**src/rtl/hazard_unit_pkg.sv**
```systemverilog
// Shared encodings for the 5-stage pipeline hazard unit.
// Latency: n/a (constants and types only).
// Backpressure: n/a.
package hazard_unit_pkg;

  // E-stage operand forwarding mux selects
  localparam logic [1:0] FWD_RF = 2'b00;  // operand from register file
  localparam logic [1:0] FWD_W  = 2'b01;  // operand from ResultW
  localparam logic [1:0] FWD_M  = 2'b10;  // operand from ALUOutM

  // R15 is the PC. It is read through its own path and is never forwarded.
  localparam int REG_PC = 15;

  // Multi-cycle MUL sequencer states
  typedef enum logic [1:0] {
    IDLE = 2'b00,
    BUSY = 2'b01,
    LAST = 2'b10
  } mul_state_t;

endpackage

```
**src/rtl/hazard_unit_mul_seq.sv**
```systemverilog
// MUL sequencer: holds a multi-cycle MUL in E, freezing F/D/E and bubbling M.
// Latency: outputs are combinational from the registered state.
// Backpressure: while BUSY the E/M boundary is stalled; mulstarte is ignored in LAST.
module hazard_unit_mul_seq
  import hazard_unit_pkg::*;
#(
  parameter int MUL_LAT = 4,
  parameter int CNT_W   = 4
) (
  input  logic i_clk,
  input  logic i_reset,
  input  logic i_mulstarte,
  output logic o_mulbusy,
  output logic o_stalle,
  output logic o_flushm
);

  // r_cnt holds the BUSY cycles still to go, including the current one. The
  // 2-cycle MUL loads zero and still spends its one mandatory BUSY cycle.
  localparam logic [CNT_W-1:0] CNT_LOAD = CNT_W'(MUL_LAT - 2);
  localparam logic [CNT_W-1:0] CNT_ONE  = CNT_W'(1);

  mul_state_t       r_state;
  mul_state_t       w_state_nxt;
  logic [CNT_W-1:0] r_cnt;
  logic [CNT_W-1:0] w_cnt_nxt;
  logic             w_busy;

  // State and counter registers. Reset is asynchronous so a MUL in flight
  // is abandoned immediately.
  always_ff @(posedge i_clk or posedge i_reset) begin
    if (i_reset) begin
      r_state <= IDLE;
      r_cnt   <= '0;
    end else begin
      r_state <= w_state_nxt;
      r_cnt   <= w_cnt_nxt;
    end
  end

  // Next-state and counter update. BUSY leaves on its last counted cycle.
  always_comb begin
    w_state_nxt = r_state;
    w_cnt_nxt   = r_cnt;
    w_busy      = 1'b0;
    case (r_state)
      IDLE: begin
        if (i_mulstarte) begin
          w_state_nxt = BUSY;
          w_cnt_nxt   = CNT_LOAD;
        end
      end
      BUSY: begin
        w_busy = 1'b1;
        if (r_cnt <= CNT_ONE) begin
          w_state_nxt = LAST;
          w_cnt_nxt   = '0;
        end else begin
          w_cnt_nxt = r_cnt - CNT_ONE;
        end
      end
      LAST: begin
        // The MUL moves to M on this edge; whatever enters E now is a new
        // instruction and is only examined once back in IDLE.
        w_state_nxt = IDLE;
      end
      default: begin
        w_state_nxt = IDLE;
        w_cnt_nxt   = '0;
      end
    endcase
  end

  assign o_mulbusy = w_busy;
  assign o_stalle  = w_busy;
  assign o_flushm  = w_busy;

endmodule

```
**src/rtl/hazard_unit.sv**
```systemverilog
// Pipeline hazard control: forwarding selects, load-use / branch / MUL stalls and flushes.
// Latency: all outputs combinational from inputs and MUL sequencer state.
// Backpressure: stalls hold F/D(/E); stall in E overrides a load-use flush of E.
module hazard_unit
  import hazard_unit_pkg::*;
#(
  parameter int ADDR_W  = 4,
  parameter int MUL_LAT = 4,
  parameter int CNT_W   = 4
) (
  input  logic              clk,
  input  logic              reset,
  input  logic [ADDR_W-1:0] ra1d,
  input  logic [ADDR_W-1:0] ra2d,
  input  logic [ADDR_W-1:0] ra1e,
  input  logic [ADDR_W-1:0] ra2e,
  input  logic [ADDR_W-1:0] wa3e,
  input  logic [ADDR_W-1:0] wa3m,
  input  logic [ADDR_W-1:0] wa3w,
  input  logic              regwritee,
  input  logic              regwritem,
  input  logic              regwritew,
  input  logic              memtoregE,
  input  logic              branchtakene,
  input  logic              mulstarte,
  output logic [1:0]        forwardae,
  output logic [1:0]        forwardbe,
  output logic              stallf,
  output logic              stalld,
  output logic              stalle,
  output logic              flushd,
  output logic              flushe,
  output logic              flushm,
  output logic              mulbusy
);

  localparam logic [ADDR_W-1:0] PC_ADDR = ADDR_W'(REG_PC);

  logic w_ldrstall;
  logic w_mulbusy;
  logic w_mul_stalle;
  logic w_mul_flushm;

  // M is the younger result, so it wins over W; the PC is never forwarded.
  function automatic logic [1:0] fwd_sel(input logic [ADDR_W-1:0] ra,
                                         input logic [ADDR_W-1:0] wam,
                                         input logic [ADDR_W-1:0] waw,
                                         input logic              rwm,
                                         input logic              rww);
    logic [1:0] sel;
    sel = FWD_RF;
    if (ra != PC_ADDR) begin
      if (rwm && (wam == ra))      sel = FWD_M;
      else if (rww && (waw == ra)) sel = FWD_W;
    end
    return sel;
  endfunction

  hazard_unit_mul_seq #(
    .MUL_LAT (MUL_LAT),
    .CNT_W   (CNT_W)
  ) u_mul_seq (
    .i_clk       (clk),
    .i_reset     (reset),
    .i_mulstarte (mulstarte),
    .o_mulbusy   (w_mulbusy),
    .o_stalle    (w_mul_stalle),
    .o_flushm    (w_mul_flushm)
  );

  // Operand forwarding selects for both E-stage sources.
  always_comb begin
    forwardae = fwd_sel(ra1e, wa3m, wa3w, regwritem, regwritew);
    forwardbe = fwd_sel(ra2e, wa3m, wa3w, regwritem, regwritew);
  end

  // Stall/flush combination. A stalled E must keep its MUL, so the load-use
  // bubble is suppressed there; a taken branch always flushes D and E.
  always_comb begin
    w_ldrstall = memtoregE & regwritee & ((ra1d == wa3e) | (ra2d == wa3e));
    stallf     = w_ldrstall | w_mulbusy;
    stalld     = w_ldrstall | w_mulbusy;
    stalle     = w_mul_stalle;
    flushd     = branchtakene;
    flushe     = branchtakene | (w_ldrstall & ~w_mul_stalle);
    flushm     = w_mul_flushm;
    mulbusy    = w_mulbusy;
  end

endmodule

```
**config.mk**
```make
export PLATFORM = sky130hd
export DESIGN_NAME = hazard_unit
export DESIGN_NICKNAME = d
export VERILOG_FILES = /design/src/rtl/hazard_unit_pkg.sv /design/src/rtl/hazard_unit_mul_seq.sv /design/src/rtl/hazard_unit.sv
export SDC_FILE = /design/constraint.sdc
export NUM_CORES = 1
export LEC_CHECK = 0
export ABC_AREA = 1
export BUFFER_PORTS_ARGS = -buffer_cell sky130_fd_sc_hd__buf_2
export CORE_MARGIN = 4
export CORE_UTILIZATION = 35
export DETAILED_ROUTE_END_ITERATION = 6
export PLACE_DENSITY = 0.67
export REMOVE_ABC_BUFFERS = 1
export SYNTH_ARGS = -nofsm -noshare
export SYNTH_HDL_FRONTEND = slang
export SYNTH_SLANG_ARGS = --single-unit
```
**constraint.sdc**
```tcl
create_clock -name clk -period 1.81 [get_ports clk]
set_clock_uncertainty 0.2 [all_clocks]
set_input_delay 0.0905 -clock clk [delete_from_list [all_inputs] [get_ports clk]]
set_output_delay 0.0905 -clock clk [all_outputs]
set_load 0.005 [all_outputs]
```
* Word level (Yosys, flattened, before mapping)
Index checks and enable logic that the tools add are counted.
** Storage, ports and cells
- Output and inout port bits :: 11
- Input port bits :: 36
- Register bits after elaboration :: 6
- Logic and storage cells :: 44
** Operators by class
- Muxes and demuxes :: 13
- Bitwise gates (word level) :: 8
- $lt $le $gt $ge :: 1
- Equal/unequal tests :: 12
- $add $sub $neg :: 1
- Reduce and logical (&&, ||, !) cells :: 7
** Operators with widths (count)
- == test 4 bit :: 6
- two-way mux 2 bit :: 6
- case mux 4 bit (3 select lines) :: 1
- two-way mux 4 bit :: 2
- inequality test 4 bit, second input constant :: 2
- <= comparator 4 x 1 -> 1 bit, second input constant :: 1
- logical AND 1 bit :: 4
- case mux 2 bit (2 select lines) :: 1
- AND reduction 2 bit :: 2
- subtractor 4 x 1 -> 4 bit, second input constant :: 1
- AND 1 bit :: 3
- two-way mux 1 bit :: 3
- bitwise OR 1 bit :: 3
- == test 2 x 1 -> 1 bit, second input constant :: 1
- == test 2 bit, second input constant :: 1
- logical NOT 2 bit :: 1
- inequality test 2 x 1 -> 1 bit, second input constant :: 1
- inequality test 2 bit, second input constant :: 1
- inverter 1 bit :: 2

* Logic depth before layout (Yosys ltp)
Gate-level depths: netlist of the first run.
- Depth in word-level cells :: 5
- Gate-level depth with buffers :: 9
- Gate-level depth less buffers :: 8

* Cells and area by module
Synthesis of the first run repeated with hierarchy kept, for this count alone.
** Unflattened totals
- Cell total of the unflattened synthesis :: 150
- Area, all modules :: 833.3 sq um
** Modules (own cells, without submodules)
- hazard_unit :: sequential area each 0.0 sq um, cells an instance 107, area an instance 481.7 sq um, times used 1
- hazard_unit_mul_seq :: sequential area each 150.1 sq um, cells an instance 43, area an instance 351.6 sq um, times used 1

* Least setup slack after synthesis of the first run
Ideal clock, no wire load.
- Path type :: register to register
- Start point :: register u_mul_seq.r_cnt[0]
- End point :: register u_mul_seq.r_cnt[1]
- Path slack :: 455 ps
- Buffers on the path :: 0
- Clock period less this slack :: 1355 ps
- Setup time :: 90 ps
- Data required time :: 1520 ps
- Data arrival time :: 1065 ps
- Stages on the path, launching flop included :: 6
- Cell sequence :: dfrtp_1 -> inv_1 -> ha_1 -> o21ai_2 -> nand2_1 -> o221ai_1
** Between the ends
- Cells in the longest elaborated chain, start to end :: 3
- Elaborated cells between the ends (all ways) :: 4
- Those cells by class :: add/sub (1); order compare (1); mux (2)
** RTL lines
- from (decl) :: line hazard_unit_mul_seq.sv:25 : logic [CNT_W-1:0] r_cnt;
- from (signal assigned) :: line hazard_unit_mul_seq.sv:37 : r_cnt <= w_cnt_nxt;
- subtractor 4 x 1 -> 4 bit or <= comparator 4 x 1 -> 1 bit (tied branches) :: line hazard_unit_mul_seq.sv:59, hazard_unit_mul_seq.sv:55
- two-way mux 4 bit * :: line hazard_unit_mul_seq.sv:55 : if (r_cnt <= CNT_ONE) begin
- case mux 4 bit (3 select lines) * :: line hazard_unit_mul_seq.sv:46 : case (r_state)
Every way passes the cells marked *; elsewhere a longest branch is shown, timed or not.
A chain may end at the register's enable or synchronous reset.

* Worst setup path after layout of the first run
Ends and elaborated chain as after synthesis.

==> impl_metrics.yaml, run 1 <==
power:
  internal_power_w: 0.000495
  powerDensity_nw_per_um2: 843
  power.net_switching_w: 0.000401
  combPwrFrac_pct: 58.0
  seqPwrFrac_pct: 27.7
  p_clk_share_pct: 14.3
  ir_drop_v: 0.000395
  swShare_pct: 44.8
  p_leak_nw: 0.678
worst_setup_path:
  startpoint_type: "register"
  arrival_ns: 1.49
  crit_start: "u_mul_seq.r_cnt[0]$_DFFE_PP0P_"
  crit_fanout: 5
  slowest_delay_ns: 0.42
  criticalPathCategory: "reg2reg"
  ff2ff_path_depth: 5
  path_cells: "inv_1 -> ha_1 -> o21ai_2 -> nand2_1 -> o221ai_1"
  crit_slowest_cell: "dfrtp_1"
  crit_required_ns: 1.77
  r2r_start: "u_mul_seq.r_cnt[0]$_DFFE_PP0P_"
  worst_setup_path_end_kind: "register"
layout:
  post-route-util_pct: 52.1
  nets: 224
  final_area_um2: 1060
  diodes: 0
  syn_to_final_growth_pct: 35.1
  drive_above_1_share_pct: 28.3
  stdcell_count: 211
synth:
  yosysTopAreaCell: "nand2_1"
  synth.most_common_cell: "nand2_1"
  synth.top_cell.area_share_pct: 22.4
  synth_cell_types: 20
  synth-async-reset-ratio_pct: 100
  synth_xor_area_share_pct: 10.0
  syn_inst: 137
  avgSynthCellArea_um2: 5.74
  synth_top_family_by_area: "simple AND/OR/NAND/NOR gates"
  ys.flop_type: "dfrtp_1"
  ys_ff_latch: 6
  synth_compound_area_share_pct: 9.86
  synth_area_leaders: "nand2_1 22%, dfrtp_1 19%, inv_1 14%, nor2_1 6.7%, xor2_1 5.6%"
  muxShareOfSynthArea_pct: 0
  synth-edff-count: 0
  synthSimpleGateAreaFrac_pct: 40.2
  synth_adder_area_share_pct: 3.18
  ys_warn_count: 0
  yosys-top-cells-count: "47 x nand2_1, 29 x inv_1, 14 x nor2_1"
  ys_seq_area_share_pct: 19.1
  netlist_area_um2: 787
routing:
  drc: 0
  finalWirelength_um: 2060
  drt_iter0_markers: 16
  routed-via-count: 970
  via_per_inst: 4.60
  wl_per_cell_um: 9.77
  drt-pass1-iter-count: 4
  ant_nets: 0
clock_tree:
  cts_tree: "done"
  h-tree-depth: 1
  ctsResizeCount: 0
  post_cts_buffers: 0
  holdBufCountCts: 2
  cts.sinks: 6
  clk_pin_slew_ns: 0.05
  root_buffer: "clkbuf_4"
  worstSkewPairLatency_ns: 0.25
  cts-buffers-inserted: 3
  cts_buffer_depth: 2
status:
  outcome: "complete, no violations"
floorplanning:
  row_count: 16
  die_area_um2: 3070
  start_util_pct: 38.5
  die_h_um: 55.4
  die_w_um: 55.4
  io_pins: 47
  coreArea_um2: 2040
timing:
  setup_viol: 0
  fin_crit_ns: 1.53
  max_freq_mhz: 654
  worst_slew_pin_slew_ns: 0.266
  timing.final.hold_violations: 0
  slew_headroom_pct: 82.2
  timing.final.crit_share_pct: 84.4
  setup_tns_ns: 0
  rsz0062_at_grt: "false"
  setup_ws_ns: 0.282
  final_max_slew_viol_count: 0
hold_path:
  hold_path.class: "in2async"
placement:
  io_buffers: 46
  dp_cells: 206
  gp_congestion: 0.811
  postPlaceCellArea_um2: 1020
  place_hpwl_um: 1750
  dp_slack_ns: 0.307
global_route:
  grt_pass1_wl_um: 3480
  grt_remaining_overflow: 0
  antenna_found_initial: 0
  grtUsageTotal_pct: 13.4
  grt_pass1_vias: 932
  grt_max_degree: 7
run:
  cap_violations: 0
## routing by layer
metal,track usage [%],wire (µm),vias to the layer above
met5,0,0,-
met4,4.51,13,0
met3,1.40,136,2
met2,25.2,1050,32
met1,15.4,856,426
li1,-,-,510
## cells by family (layout without fill, tap and decap cells)
group,count (synthesis),in the layout
AOI/OAI and AO/OA,12,12
xor gates and xnor gates,9,9
buffers and inverters,33,80
DFF,6,6
adders and majority gates,2,2
and+or+nand+nor,75,75
## state kept, by name (all words and copies together) (netlist names)
signal             count
u_mul_seq.r_state      2
u_mul_seq.r_cnt        4
## cell usage in the layout (no fill, tap or decap)
cell	Yosys	routed
a21oi_1	4	4
nand2_1	47	47
o21ai_0	1	1
nor3_1	3	3
ha_1	2	2
inv_1	29	29
o21ai_1	2	2
xnor2_1	4	4
dfrtp_1	6	6
nor3_2	1	1
buf_2	0	46
nor2_1	14	14
nor2_4	1	1
nand4_1	4	4
dlygate4sd3_1	0	2
a21boi_0	1	1
o221ai_1	3	3
nand3_1	4	4
o21ai_2	1	1
clkbuf_4	0	3
or2_0	1	1
xor2_1	5	5
## worst paths after layout
check | end | slack, ns
setup / recovery | u_mul_seq.r_cnt[1]$_DFFE_PP0P_ | 0.28
hold / removal | u_mul_seq.r_cnt[3]$_DFFE_PP0P_ | 0.10
setup reg to reg | u_mul_seq.r_cnt[1]$_DFFE_PP0P_ | 0.28
hold reg to reg | u_mul_seq.r_cnt[1]$_DFFE_PP0P_ | 0.34
max in group asynchronous | u_mul_seq.r_cnt[2]$_DFFE_PP0P_ | 1.12
min in group clk | flushd | 0.17
## cell type report
class	instances	area, µm²
repair buffers	48	250
inverters	29	109
well taps	27	33.8
fillers	231	978
clock buffers	3	22.5
flip-flops and latches	6	150
multi-input cells	98	498
## power by group through the flow
stage	clock, W	sequential (W)	combinational (W)
floorplan	0	0.000238	0.000328
global placement	0	0.000244	0.000498
detailed placement	0	0.000247	0.000512
global route	0.000139	0.000255	0.000584
finish	0.000128	0.000248	0.000520
CTS	0.000133	0.000245	0.000520
## through the flow
stage | total power [W] | hold slack, ns
finish | 0.000896 | 0.105
global route | 0.000978 | 0.143
CTS | 0.000898 | 0.0970
detailed placement | 0.000759 | -0.183
global placement | 0.000742 | -0.185
floorplan | 0.000566 | -0.319
## critical path, delay by kind of cell (launching register included)
kind	cells	cell delay, ns
compound gates	2	0.37
fa+ha+maj	1	0.23
flops	1	0.42
buf+inv	1	0.07
simple gates	1	0.14
(Power assumes the default switching activity.)
==> run 2, diff against run 1 <==
--- a/config.mk
+++ b/config.mk
@@ -5,12 +5,12 @@
 export SDC_FILE = /design/constraint.sdc
 export NUM_CORES = 1
 export LEC_CHECK = 0
-export ABC_AREA = 1
+export ABC_AREA = 0
 export BUFFER_PORTS_ARGS = -buffer_cell sky130_fd_sc_hd__buf_2
 export CORE_MARGIN = 4
 export CORE_UTILIZATION = 35
 export DETAILED_ROUTE_END_ITERATION = 6
-export PLACE_DENSITY = 0.67
+export PLACE_DENSITY = 0.73
 export REMOVE_ABC_BUFFERS = 1
 export SYNTH_ARGS = -nofsm -noshare
 export SYNTH_HDL_FRONTEND = slang
==> constraint.sdc (replaced) <==
create_clock -name clk -period 1.3 [get_ports clk]
set_clock_uncertainty 0.2 [all_clocks]
set_input_delay 0.065 -clock clk [delete_from_list [all_inputs] [get_ports clk]]
set_output_delay 0.065 -clock clk [all_outputs]
set_load 0.005 [all_outputs]
==> run 2 against run 1 <==
  * The run now ends with negative setup slack left
  * Global-route usage is 2.4 points higher
  * Sequential power is 37% higher
  * Count of clock-buffer cells in the layout stayed put
  * Utilization is 11 points higher
  * Synthesized area is 16% lower
  * Critical path type is now reg2out
  * Largest power group unchanged
==> impl_metrics.yaml, run 2 <==
synth:
  synth_xor_area_share_pct: 31.8
  synth-edff-count: 0
  synth.top_cell.area_share_pct: 22.7
  ys_seq_area_share_pct: 22.7
  ys.flop_type: "dfrtp_1"
  netlist_area_um2: 662
  ys_warn_count: 0
  synth_top_family_by_area: "XOR/XNOR gates"
  syn_inst: 84
  ys_ff_latch: 6
  synth_area_leaders: "dfrtp_1 23%, xnor2_1 19%, xor2_1 13%, inv_1 5.1%, buf_4 4.5%"
  synth_cell_types: 20
  synthSimpleGateAreaFrac_pct: 17.2
  synth.most_common_cell: "xnor2_1"
  muxShareOfSynthArea_pct: 0
  avgSynthCellArea_um2: 7.88
  synth-async-reset-ratio_pct: 100
  synth_adder_area_share_pct: 3.78
  yosys-top-cells-count: "14 x xnor2_1, 10 x xor2_1, 9 x inv_1"
  yosysTopAreaCell: "dfrtp_1"
  synth_compound_area_share_pct: 14.9
layout:
  layout_common_cells: "43 x buf_2, 13 x xnor2_1, 10 x xor2_1, 10 x buf_4"
  final_area_um2: 1120
  largestRegisters: "u_mul_seq.r_cnt x4, u_mul_seq.r_state x2"
  diodes: 0
  regArea_um2: 150
  stdcell_count: 167
  fill_cells: 156
  post-route-util_pct: 63.4
  mostFrequentLayoutCell: "buf_2"
  drive_above_1_share_pct: 54.2
  multiInputGateArea_um2: 526
  largest_reg_flops: 4
  syn_to_final_growth_pct: 69.0
  largest-register: "u_mul_seq.r_cnt"
  nets: 182
timing:
  timing.final.hold_violations: 0
  worst_slew_pin_slew_ns: 0.275
  slew_headroom_pct: 81.5
  setup_ws_ns: -0.0649
  max_freq_mhz: 733
  rsz0062_at_grt: "true"
  setup_viol: 7
  fin_crit_ns: 1.36
  timing.final.crit_share_pct: 105
  final_max_slew_viol_count: 0
run:
  cap_violations: 0
hold_path:
  hold_path.class: "in2async"
placement:
  dp_slack_ns: -0.217
  io_buffers: 46
  place_hpwl_um: 1600
  dp_cells: 159
  postPlaceCellArea_um2: 953
  gp_congestion: 0.837
clock_tree:
  cts-buffers-inserted: 3
  cts.sinks: 6
  cts_buffer_depth: 2
  clk_pin_slew_ns: 0.04
  worstSkewPairLatency_ns: 0.25
  root_buffer: "clkbuf_4"
  cts_tree: "done"
  h-tree-depth: 1
worst_setup_path:
  criticalPathCategory: "reg2out"
  arrival_ns: 1.10
  crit_fanout: 5
  worst_setup_path_end_kind: "output pin"
  ff2ff_path_depth: 5
  crit_required_ns: 1.03
  startpoint_type: "register"
routing:
  ant_nets: 0
  drt-pass1-iter-count: 4
  drc: 0
  drt_iter0_markers: 16
  via_per_inst: 4.82
  routed-via-count: 805
  wl_per_cell_um: 12.3
  finalWirelength_um: 2060
floorplanning:
  start_util_pct: 37.5
  io_pins: 47
  row_count: 15
  die_area_um2: 2650
  die_w_um: 51.5
  die_h_um: 51.5
  coreArea_um2: 1760
power:
  p_leak_nw: 0.545
  powerDensity_nw_per_um2: 1460
  ir_drop_v: 0.000704
global_route:
  grt_pass1_vias: 748
  grt_remaining_overflow: 0
  grt_max_degree: 7
  grtUsageTotal_pct: 15.8
  antenna_found_initial: 0
  grt_pass1_wl_um: 3160
status:
  violations: "negative setup slack"
  outcome: "finished with violations"
==> run 2: cell types whose count changed after synthesis, sizes merged, moves of 3 or more <==
cell | before | now
o221ai | 3 | 0
nand2 | 47 | 8
o21a | 0 | 4
xnor2 | 4 | 14
nor2 | 15 | 3
inv | 29 | 9
xor2 | 5 | 10
nor4 | 0 | 3
==> run 2: final timing paths <==
kind                                                         end                        startpoint  slack [ns]
worst min register to register  u_mul_seq.r_state[0]$_DFFE_PP0P_  u_mul_seq.r_state[1]$_DFFE_PP0P_        0.34
min in group clk                                          flushd                      branchtakene        0.12
max in group asynchronous         u_mul_seq.r_cnt[2]$_DFFE_PP0P_                             reset        0.61
worst max-delay path                                      flushe  u_mul_seq.r_state[0]$_DFFE_PP0P_       -0.06
worst min-delay path            u_mul_seq.r_state[0]$_DFFE_PP0P_                             reset        0.08
worst max register to register    u_mul_seq.r_cnt[3]$_DFFE_PP0P_    u_mul_seq.r_cnt[0]$_DFFE_PP0P_       -0.02
==> run 2: stage by stage <==
step	hold slack (ns)	TNS, ns	power [W]
2_1_floorplan	-0.344	-0.749	0.000734
3_3_place_gp	-0.212	-0.622	0.00112
3_5_place_dp	-0.195	-1.12	0.00115
4_1_cts	0.0872	-0.216	0.00154
5_1_grt	0.116	-0.805	0.00180
6_report	0.0815	-0.184	0.00164
==> run 2: layer usage <==
| metal | global-route usage, % | routed length [µm] |
|---|---|---|
| met4 | 6.55 | 26 |
| met3 | 3.50 | 80 |
| met5 | 0 | 0 |
| met1 | 18.6 | 759 |
| met2 | 27.3 | 1190 |
==> run 2: worst max-delay path, cell delays in order, from the launching register on <==
cell,delay [ns]
dfrtp_1,0.40
nand2_4,0.09
inv_2,0.05
o31ai_2,0.17
buf_2,0.15
==> run 2: final cells by class <==
cell class | count | area share, %
multi-input cells | 65 | 47.0
repair buffers | 59 | 31.8
well taps | 25 | 2.80
flip-flops and latches | 6 | 13.4
inverters | 9 | 3.02
clock buffers | 3 | 2.01
==> run 2: timing repair <==
action / in CTS / in global routing
buffers inserted: 3 / 1
endpoints found under the hold margin: 9 / 0
hold buffers: 2 / 0
pin swaps: 10 / 4
resized for setup: 20 / 8
setup endpoints to repair: 12 / 11
==> run 2: cells by family after synthesis <==
| group | after synthesis |
|---|---|
| fa+ha+maj | 2 |
| buf+inv | 13 |
| flops | 6 |
| compound gates | 15 |
| xor+xnor | 24 |
| simple gates | 24 |
==> run 2: power breakdown <==
part | total, W | internal [W] | switching, W
sequential | 0.000339 | 0.000269 | 0.0000700
clock | 0.000170 | 0.000104 | 0.0000654
combinational | 0.00113 | 0.000595 | 0.000533
